--- src/rtl/apb_pkg.sv ---
`default_nettype none
// ============================================================
// apb_pkg: shared APB state encoding and default bus widths
// Rev 1.0
// ============================================================
package apb_pkg;

   localparam int APB_ADDR_W = 8;
   localparam int APB_DATA_W = 8;

   typedef enum logic [1:0] {
      IDLE   = 2'd0,
      SETUP  = 2'd1,
      ACCESS = 2'd2
   } apb_state_e;

endpackage
`default_nettype wire

--- src/rtl/apb_master_bridge_if.sv ---
`default_nettype none
// ============================================================
// apb_master_bridge_if: command/response and APB3 signal bundle
// Rev 1.0
// ============================================================
interface apb_master_bridge_if
   import apb_pkg::*;
#(
   parameter int ADDR_W = APB_ADDR_W,
   parameter int DATA_W = APB_DATA_W
) ();

   logic              cmd_valid;
   logic              cmd_ready;
   logic              cmd_write;
   logic [ADDR_W-1:0] cmd_addr;
   logic [DATA_W-1:0] cmd_wdata;

   logic              rsp_valid;
   logic [DATA_W-1:0] rsp_rdata;
   logic              rsp_err;
   logic              rsp_timeout;

   logic              psel;
   logic              penable;
   logic              pwrite;
   logic [ADDR_W-1:0] paddr;
   logic [DATA_W-1:0] pwdata;
   logic              pready;
   logic              pslverr;
   logic [DATA_W-1:0] prdata;

   // master: the bridge itself; slave: the command source plus APB peripheral
   modport master (
      input  cmd_valid, cmd_write, cmd_addr, cmd_wdata,
      input  pready, pslverr, prdata,
      output cmd_ready, rsp_valid, rsp_rdata, rsp_err, rsp_timeout,
      output psel, penable, pwrite, paddr, pwdata
   );

   modport slave (
      output cmd_valid, cmd_write, cmd_addr, cmd_wdata,
      output pready, pslverr, prdata,
      input  cmd_ready, rsp_valid, rsp_rdata, rsp_err, rsp_timeout,
      input  psel, penable, pwrite, paddr, pwdata
   );

endinterface
`default_nettype wire

--- src/rtl/apb_timeout_cnt.sv ---
`default_nettype none
// ============================================================
// apb_timeout_cnt: ACCESS wait-state counter, flags TIMEOUT-1
// Rev 1.0
// ============================================================
module apb_timeout_cnt #(
   parameter int TIMEOUT = 16
) (
   input  logic pclk,
   input  logic presetn,
   input  logic clr,
   input  logic inc,
   output logic expired
);

   localparam int              CNT_W = $clog2(TIMEOUT);
   localparam logic [CNT_W-1:0] LAST = CNT_W'(TIMEOUT - 1);

   logic [CNT_W-1:0] cnt_q;
   logic [CNT_W-1:0] cnt_d;

   always_comb begin
      cnt_d = cnt_q;
      if (clr) begin
         cnt_d = '0;
      end else if (inc) begin
         cnt_d = cnt_q + CNT_W'(1);
      end
   end

   always_ff @(posedge pclk or negedge presetn) begin
      if (!presetn) begin
         cnt_q <= '0;
      end else begin
         cnt_q <= cnt_d;
      end
   end

   assign expired = (cnt_q == LAST);

endmodule
`default_nettype wire

--- src/rtl/apb_master_bridge.sv ---
`default_nettype none
// ============================================================
// apb_master_bridge: single-outstanding command-to-APB3 master
// Rev 1.0
// ============================================================
module apb_master_bridge
   import apb_pkg::*;
#(
   parameter int ADDR_W  = APB_ADDR_W,
   parameter int DATA_W  = APB_DATA_W,
   parameter int TIMEOUT = 16
) (
   input  logic                pclk,
   input  logic                presetn,
   apb_master_bridge_if.master bus
);

   apb_state_e        state_q, state_d;
   logic              psel_q, psel_d;
   logic              penable_q, penable_d;
   logic              pwrite_q, pwrite_d;
   logic [ADDR_W-1:0] paddr_q, paddr_d;
   logic [DATA_W-1:0] pwdata_q, pwdata_d;
   logic              rsp_valid_q, rsp_valid_d;
   logic [DATA_W-1:0] rsp_rdata_q, rsp_rdata_d;
   logic              rsp_err_q, rsp_err_d;
   logic              rsp_timeout_q, rsp_timeout_d;

   logic              cnt_clr;
   logic              cnt_inc;
   logic              cnt_expired;

   apb_timeout_cnt #(
      .TIMEOUT (TIMEOUT)
   ) u_timeout_cnt (
      .pclk    (pclk),
      .presetn (presetn),
      .clr     (cnt_clr),
      .inc     (cnt_inc),
      .expired (cnt_expired)
   );

   always_comb begin
      state_d       = state_q;
      psel_d        = psel_q;
      penable_d     = penable_q;
      pwrite_d      = pwrite_q;
      paddr_d       = paddr_q;
      pwdata_d      = pwdata_q;
      rsp_valid_d   = 1'b0;
      rsp_rdata_d   = rsp_rdata_q;
      rsp_err_d     = rsp_err_q;
      rsp_timeout_d = rsp_timeout_q;
      cnt_clr       = 1'b0;
      cnt_inc       = 1'b0;

      case (state_q)
         IDLE: begin
            if (bus.cmd_valid) begin
               state_d  = SETUP;
               psel_d   = 1'b1;
               pwrite_d = bus.cmd_write;
               paddr_d  = bus.cmd_addr;
               pwdata_d = bus.cmd_wdata;
            end
         end
         SETUP: begin
            state_d   = ACCESS;
            penable_d = 1'b1;
            cnt_clr   = 1'b1;
         end
         ACCESS: begin
            // completion is checked first so pready in the last allowed cycle beats the abort
            if (bus.pready) begin
               state_d       = IDLE;
               psel_d        = 1'b0;
               penable_d     = 1'b0;
               rsp_valid_d   = 1'b1;
               rsp_rdata_d   = pwrite_q ? '0 : bus.prdata;
               rsp_err_d     = bus.pslverr;
               rsp_timeout_d = 1'b0;
            end else if (cnt_expired) begin
               state_d       = IDLE;
               psel_d        = 1'b0;
               penable_d     = 1'b0;
               rsp_valid_d   = 1'b1;
               rsp_rdata_d   = '0;
               rsp_err_d     = 1'b1;
               rsp_timeout_d = 1'b1;
            end else begin
               cnt_inc = 1'b1;
            end
         end
         default: begin
            state_d   = IDLE;
            psel_d    = 1'b0;
            penable_d = 1'b0;
         end
      endcase
   end

   always_ff @(posedge pclk or negedge presetn) begin
      if (!presetn) begin
         state_q       <= IDLE;
         psel_q        <= 1'b0;
         penable_q     <= 1'b0;
         pwrite_q      <= 1'b0;
         paddr_q       <= '0;
         pwdata_q      <= '0;
         rsp_valid_q   <= 1'b0;
         rsp_rdata_q   <= '0;
         rsp_err_q     <= 1'b0;
         rsp_timeout_q <= 1'b0;
      end else begin
         state_q       <= state_d;
         psel_q        <= psel_d;
         penable_q     <= penable_d;
         pwrite_q      <= pwrite_d;
         paddr_q       <= paddr_d;
         pwdata_q      <= pwdata_d;
         rsp_valid_q   <= rsp_valid_d;
         rsp_rdata_q   <= rsp_rdata_d;
         rsp_err_q     <= rsp_err_d;
         rsp_timeout_q <= rsp_timeout_d;
      end
   end

   assign bus.cmd_ready   = (state_q == IDLE);
   assign bus.psel        = psel_q;
   assign bus.penable     = penable_q;
   assign bus.pwrite      = pwrite_q;
   assign bus.paddr       = paddr_q;
   assign bus.pwdata      = pwdata_q;
   assign bus.rsp_valid   = rsp_valid_q;
   assign bus.rsp_rdata   = rsp_rdata_q;
   assign bus.rsp_err     = rsp_err_q;
   assign bus.rsp_timeout = rsp_timeout_q;

endmodule
`default_nettype wire

--- src/flat_wrapper.sv ---
// flat-port wrapper written by rule: the top's interface ports become plain ports
module apb_master_bridge_flat import apb_pkg::*;
#(
   parameter int ADDR_W  = APB_ADDR_W,
   parameter int DATA_W  = APB_DATA_W,
   parameter int TIMEOUT = 16
)
  (pclk, presetn, bus_cmd_valid, bus_cmd_write, bus_cmd_addr, bus_cmd_wdata, bus_pready, bus_pslverr, bus_prdata, bus_cmd_ready, bus_rsp_valid, bus_rsp_rdata, bus_rsp_err, bus_rsp_timeout, bus_psel, bus_penable, bus_pwrite, bus_paddr, bus_pwdata);
  apb_master_bridge_if #(.ADDR_W(ADDR_W), .DATA_W(DATA_W)) bus_i ();
  input  logic pclk;
  input  logic presetn;
  input wire logic [$bits(bus_i.cmd_valid)-1:0] bus_cmd_valid;
  input wire logic [$bits(bus_i.cmd_write)-1:0] bus_cmd_write;
  input wire logic [$bits(bus_i.cmd_addr)-1:0] bus_cmd_addr;
  input wire logic [$bits(bus_i.cmd_wdata)-1:0] bus_cmd_wdata;
  input wire logic [$bits(bus_i.pready)-1:0] bus_pready;
  input wire logic [$bits(bus_i.pslverr)-1:0] bus_pslverr;
  input wire logic [$bits(bus_i.prdata)-1:0] bus_prdata;
  output wire logic [$bits(bus_i.cmd_ready)-1:0] bus_cmd_ready;
  output wire logic [$bits(bus_i.rsp_valid)-1:0] bus_rsp_valid;
  output wire logic [$bits(bus_i.rsp_rdata)-1:0] bus_rsp_rdata;
  output wire logic [$bits(bus_i.rsp_err)-1:0] bus_rsp_err;
  output wire logic [$bits(bus_i.rsp_timeout)-1:0] bus_rsp_timeout;
  output wire logic [$bits(bus_i.psel)-1:0] bus_psel;
  output wire logic [$bits(bus_i.penable)-1:0] bus_penable;
  output wire logic [$bits(bus_i.pwrite)-1:0] bus_pwrite;
  output wire logic [$bits(bus_i.paddr)-1:0] bus_paddr;
  output wire logic [$bits(bus_i.pwdata)-1:0] bus_pwdata;
  assign bus_i.cmd_valid = bus_cmd_valid;
  assign bus_i.cmd_write = bus_cmd_write;
  assign bus_i.cmd_addr = bus_cmd_addr;
  assign bus_i.cmd_wdata = bus_cmd_wdata;
  assign bus_i.pready = bus_pready;
  assign bus_i.pslverr = bus_pslverr;
  assign bus_i.prdata = bus_prdata;
  assign bus_cmd_ready = bus_i.cmd_ready;
  assign bus_rsp_valid = bus_i.rsp_valid;
  assign bus_rsp_rdata = bus_i.rsp_rdata;
  assign bus_rsp_err = bus_i.rsp_err;
  assign bus_rsp_timeout = bus_i.rsp_timeout;
  assign bus_psel = bus_i.psel;
  assign bus_penable = bus_i.penable;
  assign bus_pwrite = bus_i.pwrite;
  assign bus_paddr = bus_i.paddr;
  assign bus_pwdata = bus_i.pwdata;
  apb_master_bridge #(.ADDR_W(ADDR_W), .DATA_W(DATA_W), .TIMEOUT(TIMEOUT)) u_core (.pclk(pclk), .presetn(presetn), .bus(bus_i));
endmodule
--- config.mk ---
export PLATFORM = sky130hd
export DESIGN_NAME = apb_master_bridge_flat
export DESIGN_NICKNAME = d
export VERILOG_FILES = /design/src/rtl/apb_pkg.sv /design/src/rtl/apb_master_bridge_if.sv /design/src/rtl/apb_timeout_cnt.sv /design/src/rtl/apb_master_bridge.sv /design/src/flat_wrapper.sv
export SDC_FILE = /design/constraint.sdc
export NUM_CORES = 1
export LEC_CHECK = 0
export CAP_MARGIN = 20
export CORE_ASPECT_RATIO = 1.75
export CORE_MARGIN = 4
export CORE_UTILIZATION = 46
export CTS_BUF_LIST = sky130_fd_sc_hd__clkbuf_16
export CTS_CLUSTER_SIZE = 28
export DETAILED_ROUTE_END_ITERATION = 7
export PLACE_DENSITY = 0.87
export SETUP_SLACK_MARGIN = 0.4
export SYNTH_ARGS = -nofsm -noshare
export SYNTH_HDL_FRONTEND = slang
export SYNTH_SLANG_ARGS = --single-unit
--- constraint.sdc ---
create_clock -name pclk -period 3.1 [get_ports pclk]
set_clock_uncertainty 0.2 [all_clocks]
set_input_delay 0.465 -clock pclk [delete_from_list [all_inputs] [get_ports pclk]]
set_output_delay 0.465 -clock pclk [all_outputs]
set_load 0.02 [all_outputs]
==> results of run 1 <==
==> critical path, cell delays in order, from the launching register on <==
cell             delay, ns
dfrtp_1               0.48
nor2_2                0.14
clkdlybuf4s50_1       0.62
==> cell type report <==
class	count	area, um2	share of cell area, %
timing repair buffer	62	615.6	26.55
inverter	2	7.507	0.3238
tap	43	53.80	2.321
clock inverter	3	38.79	1.673
sequential	36	900.9	38.86
clock buffer	5	125.1	5.397
multi-input combinational	75	576.8	24.88
==> synth_stat cells <==
cell      count
dfrtp_1      36
nand2_1      11
mux2_4        9
mux2_1        8
nand4b_1      8
o21ai_0       6
o21ai_1       6
a21oi_1       4
buf_2         4
nand3_1       4
nor2_1        3
a31oi_1       2
buf_6         2
inv_1         2
nand2b_1      2
a221oi_1      1
a31o_1        1
a41oi_1       1
and2_4        1
and2b_1       1
clkbuf_1      1
ha_1          1
nor2_2        1
nor4bb_1      1
o311ai_1      1
o31ai_1       1
o32a_1        1
or3_1         1
==> sequential cells by signal, summed over array words and instances (netlist names) <==
signal and flops:
u_core.bus.paddr 8, u_core.bus.penable 1, u_core.bus.psel 1, u_core.bus.pwdata 8, u_core.bus.pwrite 1, u_core.bus.rsp_err 1, u_core.bus.rsp_rdata 8, u_core.bus.rsp_timeout 1
u_core.bus.rsp_valid 1, u_core.state_q 2, u_core.u_timeout_cnt.cnt_q 4
==> power by group <==
group | switching, uW | internal [uW] | leakage (uW)
Clock | 188 | 375 | 0.0000850
Sequential | 155 | 676 | 0.000445
Combinational | 529 | 564 | 0.000476
Total | 872 | 1610 | 0.00101
==> logic make-up (layout without fill, tap and decap cells) <==
family	after synthesis	in the layout	share of synthesized area, %
simple gates	33	33	12.66
compound gates	24	24	9.478
fa+ha+maj	1	1	0.8169
flops	36	36	58.82
buf+inv	9	72	3.513
mux	17	17	14.71
==> how the worst max path moves through the flow <==
stage | to | slack, ns | start
after floorplan | u_core.bus.paddr[3] | 1.31 | u_core.state_q[1]
after global placement | u_core.u_timeout_cnt.cnt_q[3] | 0.86 | bus_pready
after detailed placement | u_core.u_timeout_cnt.cnt_q[3] | 0.79 | bus_pready
after CTS | bus_cmd_ready | 0.91 | u_core.state_q[1]
after global routing | u_core.u_timeout_cnt.cnt_q[3] | 0.85 | bus_pready
final | bus_cmd_ready | 0.91 | u_core.state_q[1]
==> layer usage <==
metal	share of wire, %	wire length (um)	GRT usage (%)	vias up
met5	0	0	0	-
met4	2.3	91	9.308	0
met3	7.5	296	7.638	9
met2	54	2131	35.38	56
met1	36	1405	21.59	599
li1	-	-	-	554
==> stage by stage <==
step,cells,instance area (um2),hold slack [ns]
floorplan,120,1531,-0.03059
global placement,218,2155,0.2613
detailed placement,218,2155,0.2681
CTS,226,2318,0.2768
global route,226,2318,0.3009
finish,226,2318,0.2742
==> cells in the final DEF (no fill, tap or decap) <==
| cell type | n |
|---|---|
| dfrtp_1 | 36 |
| o32a_1 | 1 |
| nor4bb_1 | 1 |
| a41oi_1 | 1 |
| o21ai_0 | 6 |
| clkinv_2 | 1 |
| buf_4 | 2 |
| nor2_1 | 3 |
| o311ai_1 | 1 |
| a31oi_1 | 2 |
| bufinv_16 | 1 |
| a31o_1 | 1 |
| o21ai_1 | 6 |
| mux2_1 | 8 |
| nand3_1 | 4 |
| and2_4 | 1 |
| a21oi_1 | 4 |
| or3_1 | 1 |
| ha_1 | 1 |
| clkbuf_16 | 5 |
| inv_1 | 3 |
| nand4b_1 | 8 |
| and2b_1 | 1 |
| o31ai_1 | 1 |
| nor2_2 | 1 |
| a221oi_1 | 1 |
| nand2b_1 | 2 |
| clkdlybuf4s50_1 | 60 |
| mux2_4 | 9 |
| nand2_1 | 11 |
==> key figures, run 1 <==
Status
  • Status: finished clean

Synth
  • Seq/Total Area, Yosys: 58.82%
  • Post-synth top area cell: dfrtp_1
  • Mapped Avg Cell Area: 12.76 um2
  • Largest cells by area after synthesis: dfrtp_1 (59%), mux2_4 (8.8%), mux2_1 (5.9%)
  • Synthesized net count: 151
  • Cells after Synth: 120
  • Area of the mapped netlist: 1531 um2
  • Share of the synthesized area in the top cell type: 58.82%
  • Post-synthesis register bit count: 36
  • Netlist cell types: 28
  • Synth warn: 0

Final layout
  • Area grow syn2layout: 51.39%
  • Fraction of layout cells with a size suffix above 1: 10.93%
  • # diodes: 0
  • Layout Nets: 213
  • FILL cells: 237
  • Final core occ: 73.01%

Timing
  • Achievable clock frequency: 456.1 MHz
  • Pins Over Slew Limit: 0
  • Max_slew headroom: 67.09%
  • Final period utilization: 70.73%
  • RSZ-0062 raised after global routing: false
  • Setup violations, final: 0
  • Setup TNS: 0 ns
  • Fin worst setup slack: 0.9075 ns
  • Final hold vios: 0
  • Slew @ Worst Pin: 0.4936 ns
  • Crit path time final: 2.193 ns

Die
  • Die width: 51.62 um
  • Die Span Y: 84.33 um
  • I/O pin count: 61
  • Initial Util: 48.23%
  • Die ar.: 4353 um2
  • Core area: 3176 um2
  • Num rows: 27

Flow run
  • Max-cap violation count: 0

Route
  • Number of remaining DRC errors: 0
  • Initial detailed-routing violation count: 12
  • DR vias/cell: 5.389
  • First-pass DRT Iterations: 4
  • Final wirelength: 3925 um
  • Vias: 1218
  • Routed length per placed instance: 17.37 um
  • Final ANT Viol Nets: 0

GRT
  • Antenna violations before repair: 0
  • Gr ovfl total: 0
  • Total GRT Usage: 20.58%
  • Number of global-route vias before repair: 1406
  • Largest net degree at the start of global routing: 37
  • Global-route wire length before repair: 6582 um

Critical path
  • Critical path required time: 2.43 ns
  • Reg2reg start: u_core.u_timeout_cnt.cnt_q[0]
  • Worst EP arrival: 1.53 ns
  • Crit Path Max Fanout: 9
  • R2R setup slack: 1.30 ns
  • Cells on worst reg2reg path: 5
  • CP Capture Type: primary output
  • Critical path class: flip-flop to primary output
  • Startpoint class of the critical path: flip-flop
  • Reg2reg end: u_core.u_timeout_cnt.cnt_q[3]

Power
  • Power per cell area: 1072 nW/um2
  • Design Power: 2486 uW
  • VDD IR max: 688.1 uV
  • Pleak: 0.001006 uW

Clock tree
  • CTS root buffer: clkbuf_16
  • CTS tree: built
  • Clock slew at reported path FFs: 0.06 ns
  • CTS sink count: 36
  • H-tree depth: 2
  • TritonCTS buffer count: 5
  • Post-CTS sizing: 0
  • CTS Hold Bufs: 0
  • # Post-CTS Setup Buffers: 0
  • Worst-Skew Late Latency: 0.28 ns
  • Max Buffers Root-to-Sink: 2

Worst hold path
  • Worst Hold Depth: 2
  • Hold path startpoint: u_core.bus.rsp_rdata[6]
  • Hold endpoint: u_core.bus.rsp_rdata[6]
  • Hold Crit Class: flip-flop to flip-flop

Placement
  • Post-DP HPWL: 2836 um
  • IO buf count: 60
  • GP Congestion: 0.7622
  • Pre-CTS setup slack: 0.7944 ns
Power figures use the tool's default switching activity.
==> run 2: changes to the inputs <==
--- a/config.mk
+++ b/config.mk
@@ -8,11 +8,11 @@
 export CAP_MARGIN = 20
 export CORE_ASPECT_RATIO = 1.75
 export CORE_MARGIN = 4
-export CORE_UTILIZATION = 46
+export CORE_UTILIZATION = 43
 export CTS_BUF_LIST = sky130_fd_sc_hd__clkbuf_16
 export CTS_CLUSTER_SIZE = 28
 export DETAILED_ROUTE_END_ITERATION = 7
-export PLACE_DENSITY = 0.87
+export PLACE_DENSITY = 0.83
 export SETUP_SLACK_MARGIN = 0.4
 export SYNTH_ARGS = -nofsm -noshare
 export SYNTH_HDL_FRONTEND = slang
==> constraint.sdc (replaced) <==
create_clock -name pclk -period 2.15 [get_ports pclk]
set_clock_uncertainty 0.2 [all_clocks]
set_input_delay 0.3225 -clock pclk [delete_from_list [all_inputs] [get_ports pclk]]
set_output_delay 0.3225 -clock pclk [all_outputs]
set_load 0.02 [all_outputs]
==> run 2 against run 1 <==
  * Count of clock-buffer cells in the layout unchanged
  * Via count about the same
  * Global-route usage down 1.6 points
  * Sequential cell count unchanged
  * Largest cell class unchanged
==> key figures, run 2 (synthesis gave the netlist of run 1 again) <==
Clock tree
  • CTS root buffer: clkbuf_16
  • Worst-Skew Late Latency: 0.28 ns
  • CTS tree: built
  • CTS Hold Bufs: 0
  • H-tree depth: 2
  • CTS sink count: 36
  • Max Buffers Root-to-Sink: 2
  • TritonCTS buffer count: 5
  • Clock slew at reported path FFs: 0.05 ns

Route
  • Initial detailed-routing violation count: 20
  • Vias: 1217
  • Number of remaining DRC errors: 0
  • Final wirelength: 3944 um
  • DR vias/cell: 5.291
  • First-pass DRT Iterations: 4
  • Routed length per placed instance: 17.15 um
  • Final ANT Viol Nets: 0

Critical path
  • Crit Path Max Fanout: 7
  • Startpoint class of the critical path: flip-flop
  • Critical path class: flip-flop to primary output
  • Critical path required time: 1.63 ns
  • Worst path bufs/invs: 1
  • CP Capture Type: primary output
  • Worst path cell trace: nor2_4, dlygate4sd2_1
  • Largest stage delay, worst path: 0.47 ns
  • Worst EP arrival: 1.22 ns
  • Crit path launch: u_core.state_q[0]
  • Reg2reg start: u_core.u_timeout_cnt.cnt_q[0]
  • Slowest cell on crit path: dfrtp_1
  • CP top delay family: flip-flops

Timing
  • Crit path time final: 1.739 ns
  • RSZ-0062 raised after global routing: true
  • Slew @ Worst Pin: 0.4461 ns
  • Max_slew headroom: 70.26%
  • Final hold vios: 0
  • Pins Over Slew Limit: 0
  • Achievable clock frequency: 575.2 MHz
  • Fin worst setup slack: 0.4113 ns
  • Setup violations, final: 0
  • Setup TNS: 0 ns
  • Final period utilization: 80.87%

Power
  • Pleak: 0.001100 uW
  • Power per cell area: 1468 nW/um2
  • VDD IR max: 949.3 uV

Die
  • Die ar.: 4618 um2
  • Die Span Y: 86.95 um
  • I/O pin count: 61
  • Initial Util: 45.07%
  • Num rows: 28
  • Die width: 53.11 um
  • Core area: 3398 um2

Final layout
  • Commonest non-fill, non-tap cell in the layout: dfrtp_1
  • Fin area: 2332 um2
  • Commonest cells after routing, fill and taps aside: dfrtp_1 (35), clkdlybuf4s50_1 (30), dlygate4sd2_1 (26), nand2_1 (11), mux2_4 (9)
  • Layout Nets: 215
  • # diodes: 0
  • Finished Layout Cells: 230
  • Fraction of layout cells with a size suffix above 1: 14.05%
  • Final core occ: 68.63%
  • Area grow syn2layout: 52.29%
  • FILL cells: 262

Placement
  • Placed inst area: 2177 um2
  • Post-DP HPWL: 2876 um
  • GP Congestion: 0.7810
  • Dpl cells: 222
  • Pre-CTS setup slack: 0.3184 ns
  • IO buf count: 60

Status
  • Status: finished clean

GRT
  • Gr ovfl total: 0
  • Total GRT Usage: 18.99%
  • Number of global-route vias before repair: 1413
  • Largest net degree at the start of global routing: 37
  • Global-route wire length before repair: 6348 um
  • Antenna violations before repair: 0

Worst hold path
  • Hold Crit Class: input pin to asynchronous set/reset pin

Flow run
  • Max-cap violation count: 0
==> run 2: changes by cell type in the layout (fill, tap and decap cells not counted), sizes merged <==
cell	change
buf	+2
dlygate4sd2	+26
inv	-1
dlymetal6s2s	+4
clkdlybuf4s50	-30
clkinvlp	+1
==> run 2: repair_timing <==
| item | 4_1_cts | 5_1_grt |
|---|---|---|
| buffers inserted | 0 | 0 |
| endpoints found under the setup margin | 27 | 6 |
| gates resized for setup | 27 | 6 |
==> run 2: final cells by class <==
class	count	area, um2	area share (%)
multi-input combinational	75	590.6	25.32
clock buffer	5	125.1	5.365
inverter	2	7.507	0.3219
tap	45	56.30	2.414
timing repair buffer	64	608.1	26.07
sequential	36	902.1	38.68
clock inverter	3	42.54	1.824
==> run 2: worst register-to-register path, delay by kind of cell (launching register included) <==
family | cells | cell delay (ns)
compound gates | 2 | 0.42
flops | 1 | 0.41
simple gates | 1 | 0.33
fa+ha+maj | 1 | 0.27
==> run 2: power breakdown <==
group	leakage, uW	switching, uW	internal, uW
logic	0.000577	771	657
registers	0.000443	210	977
clock network	0.0000798	264	544
==> run 2: per-stage QoR <==
step | total power [uW] | hold WS (ns)
final | 3423 | 0.2682
after global placement | 2733 | 0.2660
after floorplan | 2054 | -0.1731
after global routing | 3622 | 0.2964
after CTS | 3467 | 0.2803
after detailed placement | 2806 | 0.2741
==> run 2: layer usage <==
layer / track usage [%] / up-vias / wire length (um)
met2: 34.62 / 54 / 2138
li1: - / 559 / -
met4: 7.442 / 0 / 61
met5: 0 / - / 0
met1: 18.89 / 598 / 1416
met3: 6.518 / 6 / 328
==> run 2: final timing paths <==
kind                                                      end  slack [ns]  depth (start not counted)
worst min-delay path                   u_core.bus.rsp_timeout        0.27                          2
max in group asynchronous                   u_core.state_q[1]        1.14                          2
worst min register to register           u_core.bus.pwdata[7]        0.28                          1
min in group pclk                        u_core.bus.pwdata[7]        0.28                          1
worst max-delay path                            bus_cmd_ready        0.41                          2
worst max register to register  u_core.u_timeout_cnt.cnt_q[0]        0.44                          4
==> variant, RTL diff (settings of run 2) <==
`pwdata_q` no longer has a reset.
--- a/src/rtl/apb_master_bridge.sv
+++ b/src/rtl/apb_master_bridge.sv
@@ -106,7 +106,6 @@
          penable_q     <= 1'b0;
          pwrite_q      <= 1'b0;
          paddr_q       <= '0;
-         pwdata_q      <= '0;
          rsp_valid_q   <= 1'b0;
          rsp_rdata_q   <= '0;
          rsp_err_q     <= 1'b0;
@@ -117,12 +116,15 @@
          penable_q     <= penable_d;
          pwrite_q      <= pwrite_d;
          paddr_q       <= paddr_d;
-         pwdata_q      <= pwdata_d;
          rsp_valid_q   <= rsp_valid_d;
          rsp_rdata_q   <= rsp_rdata_d;
          rsp_err_q     <= rsp_err_d;
          rsp_timeout_q <= rsp_timeout_d;
       end
+   end
+
+   always_ff @(posedge pclk) begin
+      pwdata_q <= pwdata_d;
    end
 
    assign bus.cmd_ready   = (state_q == IDLE);
Function: changed (a bounded check fails within 4 cycles, from zero or initial values and one cycle with presetn low).
==> variant against run 2 <==
Cell area is 1.3% lower; combinational power is 16% lower; power is 8.0% lower; worst hold slack worse by 0.044 ns; first-iteration DRC count is 45% higher; worst setup slack better by 0.016 ns; sequential cell count stayed put; sequential share of layout area is 2.2 points higher; routed wire length is 2.3% lower; area after synthesis is 3.3% lower.
==> variant: results (changes against run 2) <==
- Status: finished clean
- Area occupied by multi-input gates: 511.7 um^2 (-13%)
- Largest net degree at the start of global routing: 29 (-22%)
- Syn_nets: 143 (-5.3%)
- Final HPWL DP: 2.852 mm (-0.83%)
- Nets: 208 (-3.3%)
- Synth Area in Compound Gates: 9.797% (+0.32 points)
- Number of different library cells in the post-synthesis netlist: 30 (+7.1%)
- Asr flop ratio synth: 77.78% (-22 points)
- Post-CTS sizing: 22 (-19%)
- Initial DRC count: 29 (+45%)
- Total GRT Usage: 18.58% (-0.41 points)
- Peak VDD IR: 0.001068 V (+13%)
- Post-synthesis adder-cell area fraction: 0.8446% (+0.028 points)
- Multiplexer share of the synthesized area: 9.122% (-5.6 points)
- Multi-input gates: 68 (-9.3%)
- Synth cell count leaders: dfrtp_1, nand2_1, o21ai_0
- Worst Path Arrival: 1.20 ns (-0.02 ns)
- Vias per cell: 5.296 (about the same)
- Top post-synthesis cells by area: dfrtp_1, edfxtp_1, mux2_4
- Mapped Avg Cell Area: 13.23 um^2 (+3.6%)
- Slew of the pin with the lowest slew margin: 0.3645 ns (-0.08159 ns)
- DR WL/cell: 17.27 um (+0.73%)
- Static Leak: 1.085 nW (-1.4%)
- Register Area: 940.9 um^2 (+4.3%)
- Post-Place Cells: 215 (-3.2%)
- Top Family by Delay on Critical Path: buffers and inverters
- Share of layout cells above drive strength 1: 16.29% (+2.2 points)
- Via Count: 1181 (-3.0%)
- Final clock-cell share: 7.287% (+0.098 points)
- First-pass GRT wire length: 5.996 mm (-5.5%)
- CP max stage delay: 0.59 ns (+0.12 ns)
- Sequential share of the synthesized area: 63.51% (+4.7 points)
[variant: cell count changes after synthesis, sizes merged]
cell / change
clkbuf: -1
or2b: +1
edfxtp: +8
nand2b: -1
mux2: -8
dfrtp: -8
and2: +1
[variant: power by group]
part | switching, mW | total, mW | internal (mW)
registers | 0.174 | 1.13 | 0.958
clock network | 0.276 | 0.820 | 0.544
logic | 0.656 | 1.20 | 0.540
total | 1.11 | 3.15 | 2.04
[variant: metal layers]
| layer | vias up | GRT usage (%) | wire, um |
|---|---|---|---|
| met5 | - | 0 | 0 |
| met4 | 0 | 10.47 | 108 |
| met3 | 9 | 5.043 | 245 |
| met2 | 48 | 29.86 | 1993 |
| met1 | 583 | 21.75 | 1505 |
| li1 | 541 | - | - |
[variant: worst paths after layout]
check | from | to | slack [ns] | depth (start not counted)
max in group asynchronous | presetn | u_core.bus.paddr[6] | 1.25 | 2
min | presetn | u_core.bus.rsp_rdata[3] | 0.22 | 2
min in group pclk | u_core.bus.rsp_rdata[0] | u_core.bus.rsp_rdata[0] | 0.30 | 2
max | u_core.bus.pwdata[4] | bus_pwdata[4] | 0.43 | 1
max reg2reg | u_core.u_timeout_cnt.cnt_q[0] | u_core.u_timeout_cnt.cnt_q[0] | 0.50 | 4
min reg2reg | u_core.bus.rsp_rdata[0] | u_core.bus.rsp_rdata[0] | 0.30 | 2
[variant: stage by stage]
| step | setup slack (ns) | power, mW | util, % | instance area, um^2 |
|---|---|---|---|---|
| after global placement | 0.3710 | 2.433 | 63.32 | 2130 |
| after detailed placement | 0.3440 | 2.491 | 63.32 | 2130 |
| after CTS | 0.3791 | 3.174 | 67.49 | 2270 |
| final | 0.4277 | 3.148 | 68.42 | 2301 |
| after global routing | 0.4018 | 3.304 | 68.42 | 2301 |
| after floorplan | 0.4341 | 1.868 | - | 1481 |
